==> src/rtl/buslayer_slave.sv <==
// buslayer_slave: Wishbone B4 pipelined responder for a single peripheral.
//
// It takes one bus transfer at a time and decodes it against its address window.
// On a hit it runs a req/ready handshake with the peripheral, then returns one
// wb_ack or wb_err pulse. wb_stall is high while a transfer is outstanding.
//
// Optional feature: define BUSLAYER_SLAVE_TIMEOUT_EN to abort an ACCESS with
// wb_err after TIMEOUT_CYCLES cycles without a peripheral response.
//
// Ports
//   wb_clk, wb_rst_n        bus clock (rising edge), asynchronous active-low reset
//   wb_cyc, wb_stb, wb_we   bus cycle, strobe, write enable
//   wb_sel, wb_adr          byte lanes, byte address
//   wb_dat_i / wb_dat_o     write data in / registered read data out
//   wb_ack, wb_err          one-cycle completion pulses
//   wb_stall                slave busy, new requests are not sampled
//   p_req                   peripheral request, held until p_ready | p_error
//   p_write, p_addr         latched write enable and word offset in the window
//   p_wdata, p_byte_sel     latched write data and byte lanes
//   p_rdata                 peripheral read data, valid with p_ready
//   p_ready, p_error        peripheral completion / failure
module buslayer_slave #(
    parameter logic [31:0] BASE_ADDR      = 32'h4000_0000,
    parameter int unsigned ADDR_WIDTH     = 8,
    parameter int unsigned TIMEOUT_CYCLES = 16
) (
    input  logic                  wb_clk,
    input  logic                  wb_rst_n,
    input  logic                  wb_cyc,
    input  logic                  wb_stb,
    input  logic                  wb_we,
    input  logic [3:0]            wb_sel,
    input  logic [31:0]           wb_adr,
    input  logic [31:0]           wb_dat_i,
    output logic [31:0]           wb_dat_o,
    output logic                  wb_ack,
    output logic                  wb_err,
    output logic                  wb_stall,
    output logic                  p_req,
    output logic                  p_write,
    output logic [ADDR_WIDTH-1:0] p_addr,
    output logic [31:0]           p_wdata,
    output logic [3:0]            p_byte_sel,
    input  logic [31:0]           p_rdata,
    input  logic                  p_ready,
    input  logic                  p_error
);

    typedef enum logic [1:0] {StIdle, StAccess, StResp} state_e;

    // Window size in bytes; 33 bits so the top of a window at 2**32 still fits.
    localparam logic [32:0] WinBytes = 33'd4 << ADDR_WIDTH;

    state_e                state_q, state_d;
    logic [31:0]           dat_q, dat_d;
    logic                  err_q, err_d;
    logic                  abort_q, abort_d;
    logic                  we_q;
    logic [3:0]            sel_q;
    logic [ADDR_WIDTH-1:0] addr_q;
    logic [31:0]           wdata_q;
    logic                  latch_en;
    logic                  timeout;
    logic                  p_done;
    logic [32:0]           offset;
    logic                  hit;

    // Below-base addresses borrow into bit 32 and so compare as out of range.
    assign offset = {1'b0, wb_adr} - {1'b0, BASE_ADDR};
    assign hit    = (offset < WinBytes);
    assign p_done = p_ready || p_error;

`ifdef BUSLAYER_SLAVE_TIMEOUT_EN
    logic [7:0] cnt_q;

    // Held at zero outside ACCESS, so it is clear on every ACCESS entry.
    always_ff @(posedge wb_clk or negedge wb_rst_n) begin
        if (!wb_rst_n) begin
            cnt_q <= 8'd0;
        end else if (state_q != StAccess) begin
            cnt_q <= 8'd0;
        end else if (!p_done) begin
            cnt_q <= cnt_q + 8'd1;
        end
    end

    assign timeout = (state_q == StAccess) && !p_done &&
                     (cnt_q == 8'(TIMEOUT_CYCLES - 1));
`else
    logic unused_timeout_cfg;
    assign unused_timeout_cfg = ^TIMEOUT_CYCLES;
    assign timeout            = 1'b0;
`endif

    always_comb begin
        state_d  = state_q;
        dat_d    = dat_q;
        err_d    = err_q;
        abort_d  = abort_q;
        latch_en = 1'b0;
        unique case (state_q)
            StIdle: begin
                dat_d = 32'd0;
                if (wb_cyc && wb_stb) begin
                    latch_en = 1'b1;
                    abort_d  = 1'b0;
                    if (hit && (wb_sel != 4'd0)) begin
                        err_d   = 1'b0;
                        state_d = StAccess;
                    end else begin
                        err_d   = 1'b1;
                        state_d = StResp;
                    end
                end
            end
            StAccess: begin
                // A master abort only silences the response; the handshake finishes.
                if (!wb_cyc) begin
                    abort_d = 1'b1;
                end
                if (p_done) begin
                    err_d   = p_error;
                    dat_d   = we_q ? 32'd0 : p_rdata;
                    state_d = StResp;
                end else if (timeout) begin
                    err_d   = 1'b1;
                    dat_d   = 32'd0;
                    state_d = StResp;
                end
            end
            StResp: begin
                dat_d   = 32'd0;
                state_d = StIdle;
            end
            default: begin
                dat_d   = 32'd0;
                state_d = StIdle;
            end
        endcase
    end

    always_ff @(posedge wb_clk or negedge wb_rst_n) begin
        if (!wb_rst_n) begin
            state_q <= StIdle;
            dat_q   <= 32'd0;
            err_q   <= 1'b0;
            abort_q <= 1'b0;
            we_q    <= 1'b0;
            sel_q   <= 4'd0;
            addr_q  <= '0;
            wdata_q <= 32'd0;
        end else begin
            state_q <= state_d;
            dat_q   <= dat_d;
            err_q   <= err_d;
            abort_q <= abort_d;
            if (latch_en) begin
                we_q    <= wb_we;
                sel_q   <= wb_sel;
                addr_q  <= offset[ADDR_WIDTH+1:2];
                wdata_q <= wb_dat_i;
            end
        end
    end

    assign wb_stall   = (state_q != StIdle);
    assign p_req      = (state_q == StAccess);
    assign wb_ack     = (state_q == StResp) && !err_q && !abort_q;
    assign wb_err     = (state_q == StResp) && err_q && !abort_q;
    assign wb_dat_o   = dat_q;
    assign p_write    = we_q;
    assign p_addr     = addr_q;
    assign p_wdata    = wdata_q;
    assign p_byte_sel = sel_q;

endmodule

==> config.mk <==
export PLATFORM = sky130hd
export DESIGN_NAME = buslayer_slave
export DESIGN_NICKNAME = d
export VERILOG_FILES = /design/src/rtl/buslayer_slave.sv
export SDC_FILE = /design/constraint.sdc
export NUM_CORES = 1
export LEC_CHECK = 0
export ABC_AREA = 1
export CAP_MARGIN = 40
export CELL_PAD_IN_SITES_DETAIL_PLACEMENT = 1
export CELL_PAD_IN_SITES_GLOBAL_PLACEMENT = 1
export CORE_AREA = 2 2 113 115
export CTS_CLUSTER_SIZE = 28
export DETAILED_ROUTE_END_ITERATION = 8
export DIE_AREA = 0 0 115 117
export PLACE_DENSITY = 0.8
export SYNTH_ARGS = -nofsm -noshare
export SYNTH_HDL_FRONTEND = slang
export SYNTH_SLANG_ARGS = --single-unit
==> constraint.sdc <==
create_clock -name wb_clk -period 1.74 [get_ports wb_clk]
set_input_delay 0.348 -clock wb_clk [delete_from_list [all_inputs] [get_ports wb_clk]]
set_output_delay 0.348 -clock wb_clk [all_outputs]
set_load 0.01 [all_outputs]
* Word-level counts from Yosys, hierarchy flattened
Cells that the tools add are included.
** Cells by class
- Add/sub/neg operators :: 1
- Magnitude comparators :: 1
- Equality and inequality tests :: 5
- Muxes and demuxes :: 16
- Reductions and logical operators :: 16
** Operators with widths (count)
- 32-bit two-way mux :: 3
- 33-bit by 11-bit less-than comparator with 1-bit output, second input constant :: 1
- 32-bit by 31-bit subtractor with 33-bit output, second input constant :: 1
- 1-bit two-way mux :: 7
- 1-bit logical AND :: 6
- 2-bit two-way mux :: 3
- 3-bit AND reduction :: 2
- 2-bit inequality test, second input constant :: 2
- 1-bit case mux with 2 select lines :: 2
- 2-bit case mux with 2 select lines :: 1
- 2-bit nonzero test :: 2
- 4-bit nonzero test :: 1
- 2-bit by 1-bit == test with 1-bit output, second input constant :: 1
- 2-bit == test, second input constant :: 1
- 1-bit zero test :: 2
- 2-bit zero test :: 1
- 2-bit by 1-bit inequality test with 1-bit output, second input constant :: 1
- 2-bit AND reduction :: 1
- 1-bit logical OR :: 1
** Word-level totals
- Register bits :: 81
- Output and inout port bits :: 81
- Word-level logic and storage cells :: 47

* Longest topological paths before layout
Gate-level depths: netlist of the first run.
- Depth after elaboration :: 6
- Mapped depth :: 9

* Worst setup path after synthesis of the first run
OpenSTA, ideal clock, no wires.
- Path type :: register -> register
- From :: register state_q[0]
- To :: register abort_q
- Library setup time :: 0.125 ns
- Data arrival time :: 1.085 ns
- Required time :: 1.615 ns
- Slack :: 0.530 ns
- Cell stages (with the launch flop) :: 7
- Cell sequence :: dfrtp_1 nor2_2 inv_2 nor2_4 buf_8 buf_12 o22ai_1
** Between the ends
- Longest elaborated chain between the ends :: 3
- Elaborated cells on any way between the ends :: 7
- Those cells by class :: eq/ne (3); mux (1); reduce/logical (3)
** RTL lines
- start, declared :: RTL line 54 : state_e state_q, state_d;
- start signal, assigned :: RTL line 144 : state_q <= StIdle;
- start signal, assigned :: RTL line 153 : state_q <= state_d;
- 2-bit by 1-bit == test with 1-bit output / 2-bit zero test (equally long branches) :: RTL line 101 : unique case (state_q)
- 2-bit inequality test (no line) / 2-bit nonzero test (equally long branches)
- 3-bit AND reduction (no line)
- end signal, assigned :: RTL line 156 : abort_q <= abort_d;
- end, declared :: RTL line 57 : logic abort_q, abort_d;
Several ways; a longest one is shown, not always the timed one.
A chain may end at the register's enable or synchronous reset.

* Worst setup path in the final report of the first run
- From :: register we_q (netlist: p_write)
- To :: output port p_write
** RTL lines
- start, declared :: RTL line 58 : logic we_q;
- start signal, assigned :: RTL line 158 : we_q <= wb_we;
- end, declared :: RTL line 40 : output logic p_write,
No word-level cell between the ends.

==> summary.txt, run 1 <==
Critical path
  • Crit start category: flip-flop
  • Required time worst endpoint: 1390 ps
  • CP max stage delay: 580 ps
  • Slowest-stage cell, CP: clkdlybuf4s50_1
  • Kind of cell adding the most delay to the critical path: buffers and inverters
  • Crit-path max FO: 3
  • Crit-path cells: clkdlybuf4s50_1
  • Setup crit end kind: primary output
  • Worst Path Buf+Inv: 1
  • Critical path arrival: 1310 ps
  • Kind of critical path: flip-flop to primary output

Synthesis
  • Syn_nets: 502
  • Syn_area_per_cell: 9.072 um2
  • Post-synthesis cell type count: 18
  • Post-Synthesis Cells: 395
  • Mapped cell area: 3583 um2
  • Seq/Total Area, Yosys: 0.5656
  • Count of warnings emitted by yosys: 0
  • Number of synthesized register bits: 81

GRT
  • First-pass GRT wire length: 17100 um
  • Total Routing Usage GR: 0.1628
  • Largest net degree at the start of global routing: 50
  • Vias in the first global route: 3562
  • Initial antenna violation count: 1
  • Total grt overflow: 0

Timing
  • Actual slew at the worst max-slew pin: 330.9 ps
  • Fin. Hold Viols: 0
  • Fmax: 603.6 MHz
  • Final Critical Period: 1657 ps
  • Fin. max-slew vios: 0
  • Final setup violation count: 0
  • Tcrit/Tclk final: 0.9522
  • Worst slew margin: 0.7794
  • Clock skew: 3.092 ps
  • RSZ-0062 raised after global routing: false
  • Setup WS post-layout: 83.16 ps
  • Worst hold slack: 377.1 ps

Place
  • Pre-CTS setup slack: 0.7587 ps
  • Hpwl dp: 8083 um
  • Placed insts: 719
  • Gpl congestion: 0.7044
  • Port Buffers: 185
  • Placed inst area: 5542 um2

Routing
  • Vias/cell: 4.424
  • WL/cell: 14.50 um
  • DRT Pass-1 Iters: 4
  • Detailed-route DRC error count: 0
  • Via count: 3243
  • DRT Wirelength: 10630 um
  • 1st-iter DRT viols: 100
  • Routed Antenna Nets: 0

Die
  • Die H: 117 um
  • Die Area: 13460 um2
  • Core footprint: 12310 um2
  • Die Width: 115 um
  • Boundary Pins: 188
  • Starting Density: 0.2911
  • # rows: 41

CTS
  • CTS tree: done
  • Clk buf depth: 2
  • Clock Tree Root: clkbuf_16
  • Clock-pin transition on the worst setup and hold timing paths: 60 ps
  • Worst-Skew Late Latency: 330 ps
  • CTS Buf Count: 9
  • CTS sink cnt: 81
  • H-tree levels: 3

Status
  • Status: complete, no violations

Power
  • P_leak: 2.764 nW
  • VDD IR max: 0.0003764 V
  • PwrDens: 1148 nW/um2

Layout
  • Filler instances: 1461
  • Final Util: 0.4708
  • Antenna Cells: 0
  • Final nets: 688
  • Register area: 2028 um2
  • Commonest non-fill, non-tap cell in the layout: clkdlybuf4s50_1
  • Finished Layout Cells: 733
  • Fin area: 5797 um2
  • Layout cells sized above 1: 0.1407
  • Area growth syn-to-layout: 61.77%
  • Most frequent cells in the layout: clkdlybuf4s50_1 (180), nand2_1 (174), dfrtp_1 (80), nor2_1 (43), a21oi_2 (33)
  • Multi-input logic area: 1292 um2

Min path
  • Worst min path class: input pin to asynchronous set/reset pin

Flow run
  • Reported max-cap violation count: 0
-- metal layers --
metal	global-route usage	vias up	wire [um]
met5	0	-	13
met2	0.3004	106	5661
li1	-	1571	-
met3	0.04840	17	660
met4	0.05622	2	213
met1	0.1783	1547	4077
-- logic make-up (layout without fill, tap and decap cells) --
kind of cell    after synthesis  after routing  share of synthesized area
simple gates                242            242                     0.2737
flops                        81             81                     0.5656
buf+inv                      37            225                    0.07647
compound gates               35             35                    0.08415
-- per-stage QoR --
stage | setup TNS, ps | total power, mW
finish | 0 | 6.653
global route | 0 | 7.083
CTS | -0.8100 | 6.795
detailed placement | 0 | 5.064
global placement | 0 | 4.941
floorplan | 0 | 3.565
-- worst register-to-register path: stages (launching register included) --
cell,delay (ps)
dfrtp_2,440
nor2_4,140
inv_2,70
nor2_4,190
inv_2,70
buf_12,180
nand2_1,100
nand2_1,60
-- timing repair --
item,4_1_cts,5_1_grt
buffers inserted,0,0
pin swaps,0,0
gates resized for setup,10,2
endpoints found under the setup margin,4,2
hold endpoints to repair,7,0
gates cloned,0,0
hold buffers,1,0
-- area by class of cell --
| cell class | instances | area share |
|---|---|---|
| Sequential cell | 81 | 0.3499 |
| Timing Repair Buffer | 194 | 0.3397 |
| Multi-Input combinational cell | 277 | 0.2230 |
| Clock buffer | 12 | 0.04252 |
| Tap cell | 150 | 0.03238 |
| Inverter | 18 | 0.01166 |
| Clock inverter | 1 | 0.0008634 |
-- path summary, 6_finish.rpt --
check,start,to,slack [ps],depth (start not counted)
max in group asynchronous,wb_rst_n,wb_dat_o[12],820,3
min in group wb_clk,p_wdata[29],p_wdata[29],470,2
setup reg to reg,state_q[0],p_wdata[20],380,7
hold / removal,wb_rst_n,p_byte_sel[1],380,2
setup / recovery,p_write,p_write,80,1
hold reg to reg,p_wdata[29],p_wdata[29],470,2
-- sequential cells by signal, summed over array words and instances (netlist names) --
name and flops:
err_q 1, state_q 2, p_byte_sel 4, p_wdata 32, wb_dat_o 32, abort_q 1, p_addr 8, p_write 1
-- Yosys cell counts --
cell     number  area share
nand3_2       1      0.0028
nand2_2      10       0.017
nor2_1       43       0.045
dfrtp_1      81        0.57
nor2_4        1      0.0031
buf_12        1      0.0056
nand2_1     174        0.18
buf_8         4       0.017
o22ai_1       1      0.0017
inv_1        14       0.015
nand3_1       3      0.0042
buf_6         9       0.028
nor2_2        9       0.016
a21oi_2      33       0.081
nand2_4       1      0.0031
inv_2         4      0.0042
buf_2         5      0.0070
a31oi_1       1      0.0017
-- where the power goes --
part / total, mW / switching (mW) / leakage [nW] / internal [mW]
logic: 2.32 / 1.04 / 1.58 / 1.28
clock network: 1.68 / 0.699 / 0.124 / 0.980
registers: 2.65 / 0.277 / 1.06 / 2.38
(Power assumes the default switching activity.)
==> inputs of run 2 (changes only) <==
--- a/config.mk
+++ b/config.mk
@@ -13,6 +13,7 @@
 export CTS_CLUSTER_SIZE = 28
 export DETAILED_ROUTE_END_ITERATION = 8
 export DIE_AREA = 0 0 115 117
+export MAX_ROUTING_LAYER = met4
 export PLACE_DENSITY = 0.8
 export SYNTH_ARGS = -nofsm -noshare
 export SYNTH_HDL_FRONTEND = slang
==> summary.txt, run 2 (same netlist as run 1, synthesis figures left out) <==
Power
  • Clock share of power: 0.252
  • Power consumption: 6.657 mW
  • VDD IR max: 0.0003775 V
  • PwrDens: 1148 nW/um2
  • Reg power frac: 0.399
  • Switch Pwr: 2.019 mW
  • P_int: 4.638 mW
  • Combinational Power Share: 0.349
  • P_leak: 2.764 nW
  • Net Sw Frac: 0.3033

Layout
  • Area growth syn-to-layout: 61.84%
  • Commonest non-fill, non-tap cell in the layout: clkdlybuf4s50_1
  • Layout cells sized above 1: 0.1407
  • Final nets: 688
  • Most frequent cells in the layout: clkdlybuf4s50_1 (180), nand2_1 (174), dfrtp_1 (80), nor2_1 (43), a21oi_2 (33)
  • Filler instances: 1462

GRT
  • Initial antenna violation count: 1
  • Vias in the first global route: 3556
  • Routing usage on met1: 0.1812
  • Largest net degree at the start of global routing: 50
  • GR peak layer: met2
  • Total Routing Usage GR: 0.1679
  • Met3 usage: 0.04480
  • First-pass GRT wire length: 17110 um
  • Total grt overflow: 0
  • Met2 Resource Use GR: 0.3000

Status
  • Status: complete, no violations

Timing
  • Fin. max-slew vios: 0
  • Final Critical Period: 1656 ps
  • Final setup violation count: 0
  • RSZ-0062 raised after global routing: false
  • Fmax: 603.8 MHz
  • Clock skew: 2.882 ps
  • Worst slew margin: 0.7805
  • Fin. Hold Viols: 0
  • Setup TNS: 0 ps
  • Tcrit/Tclk final: 0.9518
  • Actual slew at the worst max-slew pin: 329.3 ps

CTS
  • Post-CTS Setup Inserts: 0
  • CTS sink cnt: 81
  • CTS tree: done
  • CTS Buf Count: 9
  • Clock Tree Root: clkbuf_16
  • Worst-Skew Late Latency: 330 ps
  • H-tree levels: 3
  • Clock-pin transition on the worst setup and hold timing paths: 60 ps
  • Clk buf depth: 2

Critical path
  • Worst Path Buf+Inv: 1
  • Crit start category: flip-flop
  • Setup crit end kind: primary output
  • Crit-path cells: clkdlybuf4s50_1
  • Critical path arrival: 1310 ps
  • Kind of critical path: flip-flop to primary output
  • Slowest-stage cell, CP: clkdlybuf4s50_1
  • Kind of cell adding the most delay to the critical path: buffers and inverters
  • CP max stage delay: 580 ps
  • Required time worst endpoint: 1390 ps
  • Crit-path max FO: 3

Min path
  • Worst min path class: input pin to asynchronous set/reset pin

Flow run
  • Reported max-cap violation count: 0

Routing
  • Detailed-route DRC error count: 0
  • WL/cell: 14.54 um
  • DRT Pass-1 Iters: 4
  • Routed Antenna Nets: 0
  • Vias/cell: 4.425
  • Via count: 3248
  • DRT Wirelength: 10680 um
  • 1st-iter DRT viols: 125

Place
  • Hpwl dp: 8083 um
  • Port Buffers: 185
  • Gpl congestion: 0.7123

Die
  • Starting Density: 0.2911
  • Die H: 117 um
  • Die Area: 13460 um2
  • # rows: 41
  • Core footprint: 12310 um2
  • Boundary Pins: 188
  • Die Width: 115 um
==> run 2: cell types whose count changed in the layout (fill, tap and decap cells not counted) <==
cell | previous run | this run
diode_2 | 0 | 1
==> run 2: worst paths after layout <==
kind | startpoint | endpoint | slack [ps] | depth (start not counted)
worst max-delay path | p_write | p_write | 80 | 1
worst min-delay path | wb_rst_n | p_byte_sel[1] | 380 | 2
worst max register to register | state_q[0] | p_wdata[20] | 370 | 7
worst min register to register | p_wdata[29] | p_wdata[29] | 470 | 2
max in group asynchronous | wb_rst_n | wb_dat_o[12] | 820 | 3
min in group wb_clk | p_wdata[29] | p_wdata[29] | 470 | 2
==> run 2: power groups by stage <==
stage	logic, mW	registers (mW)	clock network (mW)
floorplan	0.676	2.89	0
global placement	2.29	2.65	0
detailed placement	2.37	2.69	0
CTS	2.38	2.66	1.75
global route	2.54	2.72	1.82
finish	2.33	2.65	1.68
==> run 2: per-layer routing <==
metal / share of wire / up-vias / wire length (um)
met3: 0.059 / 16 / 630
met2: 0.53 / 109 / 5642
met5: 0 / - / 0
met4: 0.019 / 0 / 202
li1: - / 1573 / -
met1: 0.39 / 1550 / 4199
==> run 2: repair_timing <==
action	CTS	global route
hold buffers	1	0
resized for setup	10	2
pin swaps	0	0
setup endpoints to repair	4	2
hold endpoints to repair	7	0
cloned	0	0
==> run 2: cell type report <==
class                   count  area [um2]  share of cell area
diodes                      1       2.502           0.0004315
well taps                 150       187.7             0.03236
flip-flops and latches     81        2028              0.3497
clock buffers              12       246.5             0.04250
multi-input cells         277        1292              0.2229
inverters                  18       67.56             0.01165
repair buffers            194        1969              0.3396
clock inverters             1       5.005           0.0008630
==> run 2: stage by stage <==
stage / hold WS [ps] / cells / worst slack (ps) / utilization / cell area (um2)
finish: 376.9 / 734 / 83.84 / 0.4710 / 5799
global route: 389.0 / 734 / 17.54 / 0.4710 / 5799
CTS: 383.0 / 733 / -0.8100 / 0.4719 / 5809
detailed placement: 182.0 / 719 / 0.7587 / 0.4501 / 5542
global placement: 181.5 / 719 / 24.18 / 0.4501 / 5542
floorplan: 52.41 / 395 / 529.9 / - / 3583
==> inputs of run 3 (changes only) <==
--- a/config.mk
+++ b/config.mk
@@ -9,12 +9,12 @@
 export CAP_MARGIN = 40
 export CELL_PAD_IN_SITES_DETAIL_PLACEMENT = 1
 export CELL_PAD_IN_SITES_GLOBAL_PLACEMENT = 1
-export CORE_AREA = 2 2 113 115
+export CORE_AREA = 2 2 123 125
 export CTS_CLUSTER_SIZE = 28
 export DETAILED_ROUTE_END_ITERATION = 8
-export DIE_AREA = 0 0 115 117
+export DIE_AREA = 0 0 125 127
 export MAX_ROUTING_LAYER = met4
-export PLACE_DENSITY = 0.8
+export PLACE_DENSITY_LB_ADDON = 0.08
 export SYNTH_ARGS = -nofsm -noshare
 export SYNTH_HDL_FRONTEND = slang
 export SYNTH_SLANG_ARGS = --single-unit
==> constraint.sdc (replaced) <==
create_clock -name wb_clk -period 1.5 [get_ports wb_clk]
set_input_delay 0.15 -clock wb_clk [delete_from_list [all_inputs] [get_ports wb_clk]]
set_output_delay 0.15 -clock wb_clk [all_outputs]
set_load 0.01 [all_outputs]
==> summary.txt, run 3 (same netlist as run 1, synthesis figures left out) <==
Place
  • Gpl congestion: 0.7154
  • Placed insts: 757
  • Hpwl dp: 7857 um
  • Port Buffers: 185
  • Pre-CTS setup slack: -0.2258 ps

Critical path
  • Crit-path max FO: 3
  • Worst Path Buf+Inv: 1
  • Critical path arrival: 1280 ps
  • CP max stage delay: 570 ps
  • Critical Path Start: p_write
  • Required time worst endpoint: 1350 ps
  • R2r startpoint: state_q[0]
  • Crit. path cell count: 1
  • Crit-path cells: clkdlybuf4s50_1
  • Setup crit end kind: primary output
  • Critical R2R Capture: p_byte_sel[3]
  • Critical path endpoint: p_write
  • Kind of critical path: flip-flop to primary output
  • Kind of cell adding the most delay to the critical path: buffers and inverters
  • Crit start category: flip-flop
  • Slowest-stage cell, CP: clkdlybuf4s50_1
  • Worst R2R Path Depth: 7
  • R2r setup slk: 170 ps

Min path
  • Worst min path class: input pin to flip-flop
  • Hold_sp: wb_dat_i[0]

Die
  • Die H: 127 um
  • Die Area: 15880 um2
  • Starting Density: 0.2484
  • # rows: 44
  • Core footprint: 14420 um2
  • Die Width: 125 um
  • Boundary Pins: 188

Routing
  • DRT Wirelength: 10630 um
  • DRT Pass-1 Iters: 4
  • WL/cell: 13.77 um
  • Routed Antenna Nets: 0
  • Detailed-route DRC error count: 0
  • 1st-iter DRT viols: 111
  • Vias/cell: 4.167
  • Via count: 3217

GRT
  • Initial antenna violation count: 0
  • Total grt overflow: 0
  • First-pass GRT wire length: 17570 um
  • Vias in the first global route: 3489
  • Largest net degree at the start of global routing: 82
  • Total Routing Usage GR: 0.1427

Layout
  • Finished Layout Cells: 772
  • Antenna Cells: 0
  • Area growth syn-to-layout: 64.98%
  • Final Util: 0.4099
  • Layout cells sized above 1: 0.1514
  • Final nets: 692
  • Register area: 2028 um2
  • Multi-input logic area: 1292 um2
  • Commonest non-fill, non-tap cell in the layout: clkdlybuf4s50_1
  • Most frequent cells in the layout: clkdlybuf4s50_1 (180), nand2_1 (174), dfrtp_1 (80), nor2_1 (43), a21oi_2 (33)
  • Filler instances: 1693

Status
  • Status: complete, no violations

Timing
  • Final Critical Period: 1428 ps
  • Worst slew margin: 0.6969
  • Fin. Hold Viols: 0
  • Tcrit/Tclk final: 0.9521
  • Worst hold slack: 356.1 ps
  • Setup WS post-layout: 71.90 ps
  • Actual slew at the worst max-slew pin: 454.6 ps
  • Final setup violation count: 0
  • Fmax: 700.2 MHz
  • Fin. max-slew vios: 0
  • Clock skew: 5.802 ps
  • RSZ-0062 raised after global routing: false

Power
  • Power consumption: 7.909 mW
  • PwrDens: 1338 nW/um2
  • VDD IR max: 0.0004414 V
  • P_leak: 2.793 nW

CTS
  • Clock-pin transition on the worst setup and hold timing paths: 60 ps
  • CTS tree: done
  • Clock Tree Root: clkbuf_16
  • Clk buf depth: 2
  • CTS sink cnt: 81
  • Worst-Skew Late Latency: 340 ps
  • CTS Buf Count: 9
  • H-tree levels: 3

Flow run
  • Reported max-cap violation count: 0
[run 3: cell count changes in the layout (fill, tap and decap cells not counted), sizes merged]
cell / delta
buf: +4
bufinv: +1
clkinvlp: +1
diode: -1
dlygate4sd2: -1
[run 3: worst min-delay path by stage]
stage,slack (ps),to,depth (start not counted)
finish,360,p_wdata[0],3
floorplan,-150,abort_q,0
global placement,230,p_wdata[21],2
detailed placement,230,p_wdata[21],2
CTS,340,p_wdata[31],3
global route,360,p_wdata[29],3
[run 3: area by class of cell]
class                           instances  area share
Sequential cell                        81      0.3431
Timing Repair Buffer                  198      0.3397
Multi-Input combinational cell        277      0.2186
Clock buffer                           11     0.04106
Tap cell                              184     0.03894
Inverter                               18     0.01143
Clock inverter                          3    0.007196
[run 3: stage by stage]
stage / TNS, ps / instance area (um2)
3_3_place_gp: 0 / 5627
4_1_cts: 0 / 5914
3_5_place_dp: -0.2258 / 5627
2_1_floorplan: 0 / 3583
6_report: 0 / 5912
5_1_grt: 0 / 5912
[run 3: power breakdown]
group / total [mW] / internal, mW / switching [mW]
Sequential: 3.07 / 2.75 / 0.313
Clock: 2.17 / 1.31 / 0.859
Combinational: 2.67 / 1.50 / 1.17
Total: 7.91 / 5.57 / 2.34
[run 3: what timing repair did]
action / 4_1_cts / 5_1_grt
setup endpoints to repair: 4 / 2
gates resized for setup: 11 / 3
hold buffers: 1 / 0
pin swaps: 0 / 0
buffers inserted: 0 / 0
endpoints found under the hold margin: 81 / 0
[run 3: per-layer routing]
metal	wire (um)	track usage
met1	4430	0.1631
met2	5376	0.2401
met3	613	0.03518
met4	210	0.06078
met5	0	-
